==> config.mk <==
export PLATFORM = sky130hd
export DESIGN_NAME = ft3_spi_lane_arbiter_flat
export DESIGN_NICKNAME = d
export VERILOG_FILES = /design/src/rtl/ft3_spi_lane_arbiter_if.sv /design/src/rtl/ft3_spi_lane_arbiter.sv /design/src/flat_wrapper.sv
export SDC_FILE = /design/constraint.sdc
export NUM_CORES = 1
export LEC_CHECK = 0
export ABC_AREA = 1
export CORE_AREA = 10 10 80 65
export CTS_CLUSTER_DIAMETER = 30
export CTS_CLUSTER_SIZE = 24
export DETAILED_ROUTE_END_ITERATION = 16
export DIE_AREA = 0 0 90 75
export PLACE_DENSITY_LB_ADDON = 0.08
export SLEW_MARGIN = 10
export SYNTH_ARGS = -nofsm -noshare
export SYNTH_HDL_FRONTEND = slang
export SYNTH_SLANG_ARGS = --single-unit
==> constraint.sdc <==
create_clock -name clk_i -period 1.4 [get_ports clk_i]
set_input_delay 0.35 -clock clk_i [delete_from_list [all_inputs] [get_ports clk_i]]
set_output_delay 0.35 -clock clk_i [all_outputs]
set_load 0.005 [all_outputs]
==> src/rtl/ft3_spi_lane_arbiter_if.sv <==
// Lane-arbitration bundle between the FT3/SPI requesters (master) and the arbiter (slave).
// LANE_ARB_STATS_EN adds the statistics clear input and the two counters.
interface ft3_spi_lane_arbiter_if;
   logic       ft3_busy;
   logic       spi_req;
   logic       spi_done;
   logic       spi_grant;
   logic       ft3_grant;
   logic       spi_switch;
   logic       spi_timeout;
   logic [1:0] arb_state;
`ifdef LANE_ARB_STATS_EN
   logic        stats_clr;
   logic [15:0] spi_grant_cnt;
   logic [15:0] spi_timeout_cnt;

   modport master (output ft3_busy, spi_req, spi_done, stats_clr,
                   input  spi_grant, ft3_grant, spi_switch, spi_timeout, arb_state,
                          spi_grant_cnt, spi_timeout_cnt);
   modport slave  (input  ft3_busy, spi_req, spi_done, stats_clr,
                   output spi_grant, ft3_grant, spi_switch, spi_timeout, arb_state,
                          spi_grant_cnt, spi_timeout_cnt);
`else
   modport master (output ft3_busy, spi_req, spi_done,
                   input  spi_grant, ft3_grant, spi_switch, spi_timeout, arb_state);
   modport slave  (input  ft3_busy, spi_req, spi_done,
                   output spi_grant, ft3_grant, spi_switch, spi_timeout, arb_state);
`endif
endinterface

==> src/rtl/ft3_spi_lane_arbiter.sv <==
// Time-shares the DDR LVDS lane between FT3 (default owner) and the SPI tunnel with guard
// intervals on every handover. Optional grant/timeout statistics: define LANE_ARB_STATS_EN.
module ft3_spi_lane_arbiter #(
   parameter int GUARD_CYC   = 4,
   parameter int FT3_MIN_CYC = 16,
   parameter int SPI_MAX_CYC = 1024
) (
   input logic                  clk_i,
   input logic                  rst_ni,
   ft3_spi_lane_arbiter_if.slave bus
);
   typedef enum logic [1:0] {
      FT3_OWN      = 2'b00,
      GUARD_TO_SPI = 2'b01,
      SPI_OWN      = 2'b10,
      GUARD_TO_FT3 = 2'b11
   } state_e;

   localparam int GW = $clog2(GUARD_CYC) + 1;
   localparam int HW = $clog2(FT3_MIN_CYC) + 1;
   localparam int OW = $clog2(SPI_MAX_CYC) + 1;

   localparam logic [GW-1:0] GUARD_LAST = GW'(GUARD_CYC - 1);
   localparam logic [HW-1:0] HOLD_MAX   = HW'(FT3_MIN_CYC);
   localparam logic [HW-1:0] HOLD_LAST  = HW'(FT3_MIN_CYC - 1);
   localparam logic [OW-1:0] OCC_LAST   = OW'(SPI_MAX_CYC - 1);

   state_e        state_q;
   logic [GW-1:0] guard_q;
   logic [HW-1:0] hold_q;
   logic [OW-1:0] occ_q;
   logic          abandon_q;
   logic          ft3_grant_q, spi_grant_q, spi_switch_q, spi_timeout_q;

   logic guard_last, hold_ok, take_lane, spi_enter, spi_release, to_event;

   // hold_ok covers the current cycle, so FT3 keeps the lane for FT3_MIN_CYC full cycles.
   assign guard_last  = (guard_q == GUARD_LAST);
   assign hold_ok     = (hold_q >= HOLD_LAST);
   assign take_lane   = (state_q == FT3_OWN) && bus.spi_req && !bus.ft3_busy && hold_ok;
   assign spi_enter   = (state_q == GUARD_TO_SPI) && guard_last && !abandon_q && bus.spi_req;
   assign spi_release = (state_q == SPI_OWN) && (bus.spi_done || occ_q == OCC_LAST);
   assign to_event    = (state_q == SPI_OWN) && (occ_q == OCC_LAST) && !bus.spi_done;

   always_ff @(posedge clk_i or negedge rst_ni) begin
      if (!rst_ni) begin
         state_q       <= FT3_OWN;
         guard_q       <= '0;
         hold_q        <= HOLD_MAX;
         occ_q         <= '0;
         abandon_q     <= 1'b0;
         ft3_grant_q   <= 1'b1;
         spi_grant_q   <= 1'b0;
         spi_switch_q  <= 1'b0;
         spi_timeout_q <= 1'b0;
      end else begin
         spi_timeout_q <= 1'b0;
         case (state_q)
            FT3_OWN: begin
               if (hold_q != HOLD_MAX) hold_q <= hold_q + HW'(1);
               if (take_lane) begin
                  state_q      <= GUARD_TO_SPI;
                  guard_q      <= '0;
                  abandon_q    <= 1'b0;
                  ft3_grant_q  <= 1'b0;
                  spi_switch_q <= 1'b1;
               end
            end
            GUARD_TO_SPI: begin
               if (guard_last) begin
                  guard_q <= '0;
                  if (spi_enter) begin
                     state_q     <= SPI_OWN;
                     occ_q       <= '0;
                     spi_grant_q <= 1'b1;
                  end else begin
                     state_q <= GUARD_TO_FT3;
                  end
               end else begin
                  guard_q <= guard_q + GW'(1);
                  if (!bus.spi_req) abandon_q <= 1'b1;
               end
            end
            SPI_OWN: begin
               if (spi_release) begin
                  state_q       <= GUARD_TO_FT3;
                  guard_q       <= '0;
                  spi_grant_q   <= 1'b0;
                  spi_timeout_q <= to_event;
               end else begin
                  occ_q <= occ_q + OW'(1);
               end
            end
            GUARD_TO_FT3: begin
               if (guard_last) begin
                  state_q      <= FT3_OWN;
                  guard_q      <= '0;
                  hold_q       <= '0;
                  spi_switch_q <= 1'b0;
                  ft3_grant_q  <= 1'b1;
               end else begin
                  guard_q <= guard_q + GW'(1);
               end
            end
            default: state_q <= FT3_OWN;
         endcase
      end
   end

   assign bus.ft3_grant   = ft3_grant_q;
   assign bus.spi_grant   = spi_grant_q;
   assign bus.spi_switch  = spi_switch_q;
   assign bus.spi_timeout = spi_timeout_q;
   assign bus.arb_state   = state_q;

`ifdef LANE_ARB_STATS_EN
   logic [15:0] grant_cnt_q, to_cnt_q;

   // A clear wins over an increment landing on the same edge.
   always_ff @(posedge clk_i or negedge rst_ni) begin
      if (!rst_ni) begin
         grant_cnt_q <= '0;
         to_cnt_q    <= '0;
      end else if (bus.stats_clr) begin
         grant_cnt_q <= '0;
         to_cnt_q    <= '0;
      end else begin
         if (spi_enter && grant_cnt_q != 16'hFFFF) grant_cnt_q <= grant_cnt_q + 16'd1;
         if (to_event && to_cnt_q != 16'hFFFF)     to_cnt_q    <= to_cnt_q + 16'd1;
      end
   end

   assign bus.spi_grant_cnt   = grant_cnt_q;
   assign bus.spi_timeout_cnt = to_cnt_q;
`endif
endmodule

==> src/flat_wrapper.sv <==
// flat-port wrapper written by rule: the top's interface ports become plain ports
module ft3_spi_lane_arbiter_flat 
#(
   parameter int GUARD_CYC   = 4,
   parameter int FT3_MIN_CYC = 16,
   parameter int SPI_MAX_CYC = 1024
)
  (clk_i, rst_ni, bus_ft3_busy, bus_spi_req, bus_spi_done, bus_spi_grant, bus_ft3_grant, bus_spi_switch, bus_spi_timeout, bus_arb_state);
  ft3_spi_lane_arbiter_if bus_i ();
  input logic clk_i;
  input logic rst_ni;
  input wire logic [$bits(bus_i.ft3_busy)-1:0] bus_ft3_busy;
  input wire logic [$bits(bus_i.spi_req)-1:0] bus_spi_req;
  input wire logic [$bits(bus_i.spi_done)-1:0] bus_spi_done;
  output wire logic [$bits(bus_i.spi_grant)-1:0] bus_spi_grant;
  output wire logic [$bits(bus_i.ft3_grant)-1:0] bus_ft3_grant;
  output wire logic [$bits(bus_i.spi_switch)-1:0] bus_spi_switch;
  output wire logic [$bits(bus_i.spi_timeout)-1:0] bus_spi_timeout;
  output wire logic [$bits(bus_i.arb_state)-1:0] bus_arb_state;
  assign bus_i.ft3_busy = bus_ft3_busy;
  assign bus_i.spi_req = bus_spi_req;
  assign bus_i.spi_done = bus_spi_done;
  assign bus_spi_grant = bus_i.spi_grant;
  assign bus_ft3_grant = bus_i.ft3_grant;
  assign bus_spi_switch = bus_i.spi_switch;
  assign bus_spi_timeout = bus_i.spi_timeout;
  assign bus_arb_state = bus_i.arb_state;
  ft3_spi_lane_arbiter #(.GUARD_CYC(GUARD_CYC), .FT3_MIN_CYC(FT3_MIN_CYC), .SPI_MAX_CYC(SPI_MAX_CYC)) u_core (.clk_i(clk_i), .rst_ni(rst_ni), .bus(bus_i));
endmodule
==> results.yml <==
outcome:
  status: "finished with violations"
  violations: "negative setup slack"
setup_path:
  worstPathCellList: "buf_6 > ha_4 > buf_6 > o21ai_4 > buf_6 > nand2_4 > nand2_2 > nand2_1"
  crit_path_end_kind: "flip-flop"
  required_ns: 1.57
  cp_max_fo: 4
  cp_slowest_cell: "dfrtp_2"
  r2r_slack_ns: -0.17
  critPathMaxStageDelay_ns: 0.45
  crit_top_cell: "buf_6"
  rr_startpoint: "u_core.bus.arb_state[0]"
  critPathLaunchType: "flip-flop"
  crit_arrival_ns: 1.74
  crit_type: "flip-flop to flip-flop"
  r2r_cells: 8
  r2r-end: "u_core.occ_q[8]"
clocking:
  cts_max_level: 1
  cts_sinks: 26
  clkTransAtPathRegs_ns: 0.09
  cts_buffers: 3
  clk_latency_ns: 0.27
  cts_hold_buf: 0
  cts_tree: "done"
  root_buffer: "clkbuf_8"
  ctsLongestPathBuffers: 2
layout:
  n_fill_cell: 271
  syn_to_final_growth_pct: 60.1
  diodes: 0
  final_nets: 297
  final_layout_size_suffix_gt1_share_pct: 44.8
sta:
  layout_setup_ws_ns: -0.167
  timing.fmax_mhz: 638
  setup-tns-final_ns: -2.47
  slew_headroom_pct: 77.2
  rsz0062_at_grt: "true"
  final.setup_skew_ns: 0.00528
  finalSetupViolCount: 24
  finalHoldViolCount: 0
  worstMarginPinSlew_ns: 0.341
  timing.final.crit_share_pct: 112
  slew_viol_final: 0
  period_minus_slack_ns: 1.57
route:
  avgRoutedWirePerCell_um: 13.7
  drcViolationCount: 0
  via_per_inst: 5.03
  drtAntennaViolNets: 0
  drt_iter0_markers: 131
  vias: 1675
  dr.pass1.iters: 4
  drt-total-wl_um: 4550
die:
  dieArea_um2: 6750
  io_pins: 11
  die_h_um: 75
  core-area_um2: 3590
  placementRows: 19
  initial_utilization_pct: 44.3
  die_x_um: 90
placement:
  pre_cts_slack_ns: -0.320
  dp_hpwl_um: 2910
  place_congestion: 0.875
  numPortBuffers: 10
pwr:
  switching_share_pct: 44.6
  power.total_uw: 5060
  vdd_ir_drop_max_mv: 1.02
  power_switching_uw: 2260
  comb_power_share_pct: 67.0
  power_frac_seq_pct: 24.3
  internal_power_uw: 2810
  power.density_nw_per_um2: 1990
  clock_power_share_pct: 8.7
  p_leak_uw: 0.00114
yosys:
  synth_area_leaders: "dfrtp_1 38%, nand2_1 17%, ha_1 7.9%"
  yosysMostFrequentCell: "nand2_1"
  yosys.area.top_type_share_pct: 37.7
  synth_cell_types: 24
  synth-seq-area-share_pct: 41.0
  synth_edf_count: 0
  synth_nets: 235
  ys_seq_elements: 26
  yosys_warnings: 0
  netlist_area_um2: 1590
  async_flop_share_pct: 100
  syn_avg_cell_area_um2: 7.23
  synth_common_cells: "70 x nand2_1, 24 x dfrtp_1, 23 x inv_1"
  syn_inst: 220
  synth_ff_type: "dfrtp_1"
  synth_area_leader_cell: "dfrtp_1"
job:
  cap_violations: 0
grt:
  grt_max_degree: 27
  use_met2_pct: 24.0
  grt_use_total_pct: 13.6
  grt_util_met3_pct: 3.08
  antenna_found_initial: 0
  grt_pass1_wl_um: 7690
  top_usage_layer: "met2"
  grt_overflow_total: 0
  grt_pass1_vias: 1645
  met1_usage_pct: 17.0
hold_path:
  min_path_type: "input port to asynchronous set/reset pin"
## power by group through the flow
stage | Combinational, uW | Sequential, uW | Clock (uW)
detailed placement | 2350 | 1240 | 0
CTS | 2930 | 1200 | 463
global placement | 2280 | 1230 | 0
floorplan | 1380 | 1270 | 0
finish | 3390 | 1230 | 443
global route | 3720 | 1260 | 495
## cell usage in the layout (no fill, tap or decap), types with 5 or more instances in the layout
cell type and count:
a21oi_1 5, buf_4 37, buf_6 7, dfrtp_1 21
ha_4 5, inv_1 17, nand2_1 50, nand2_2 17
nand2_4 7, nand3_1 11, nand4_1 6, nor2_1 17
o21ai_1 12, o21ai_2 7
## cell families (layout without fill, tap and decap cells)
family / Yosys count / count (layout) / synth area share [%]
AND/OR/NAND/NOR: 125 / 129 / 33.5
adder cells (fa/ha/maj): 10 / 10 / 7.86
flip-flops: 26 / 26 / 41.0
AO/OA/AOI/OAI: 33 / 33 / 11.0
buffers and inverters: 26 / 83 / 6.60
## sequential cells by signal, indices dropped and copies added, names as in the netlist
| signal | flops |
|---|---|
| u_core.bus.spi_grant | 1 |
| u_core.abandon_q | 1 |
| u_core.bus.spi_timeout | 1 |
| u_core.occ_q | 11 |
| u_core.bus.ft3_grant | 1 |
| u_core.bus.arb_state | 2 |
| u_core.guard_q | 3 |
| u_core.bus.spi_switch | 1 |
| u_core.hold_q | 5 |
## critical path, delay by kind of cell (launching register included)
kind	cells	cell delay, ns
adder cells (fa/ha/maj)	1	0.17
buffers and inverters	3	0.42
AO/OA/AOI/OAI	1	0.22
flip-flops	1	0.45
AND/OR/NAND/NOR	3	0.19
## final cells by class
type / instances / area, um^2 / share of cell area, %
Multi-Input combinational cell: 172 / 1210 / 47.5
Sequential cell: 26 / 657 / 25.8
Timing Repair Buffer: 55 / 462 / 18.1
Inverter: 24 / 108 / 4.22
Tap cell: 52 / 65.1 / 2.55
Clock buffer: 4 / 45.0 / 1.77
## repair_timing
action / 4_1_cts / 5_1_grt
buffers inserted: 9 / 3
resized for setup: 44 / 45
setup endpoints to repair: 32 / 28
pin swaps: 15 / 16
cloned: 3 / 1
## worst max path at each step
stage	end	cells past startpoint	from
after floorplan	u_core.guard_q[2]	11	u_core.hold_q[1]
after detailed placement	u_core.occ_q[1]	8	bus_spi_req
final	u_core.occ_q[8]	8	u_core.bus.arb_state[0]
after global placement	u_core.occ_q[4]	8	bus_spi_req
after global routing	u_core.occ_q[0]	7	u_core.bus.arb_state[0]
after CTS	u_core.occ_q[3]	8	u_core.bus.arb_state[0]
## per-stage QoR
stage	area (um^2)	hold slack (ns)	util, %	instances
floorplan	1700	0.0544	-	220
global placement	2110	0.466	58.7	313
detailed placement	2110	0.462	58.7	313
CTS	2360	0.421	65.7	329
global route	2550	0.431	71.0	333
finish	2550	0.421	71.0	333
## per-layer routing
layer,share of wire [%],vias to the layer above
li1,-,850
met1,45,776
met2,49,43
met3,5.1,6
met4,0.81,0
met5,0,-
Power figures use the tool's default switching activity.
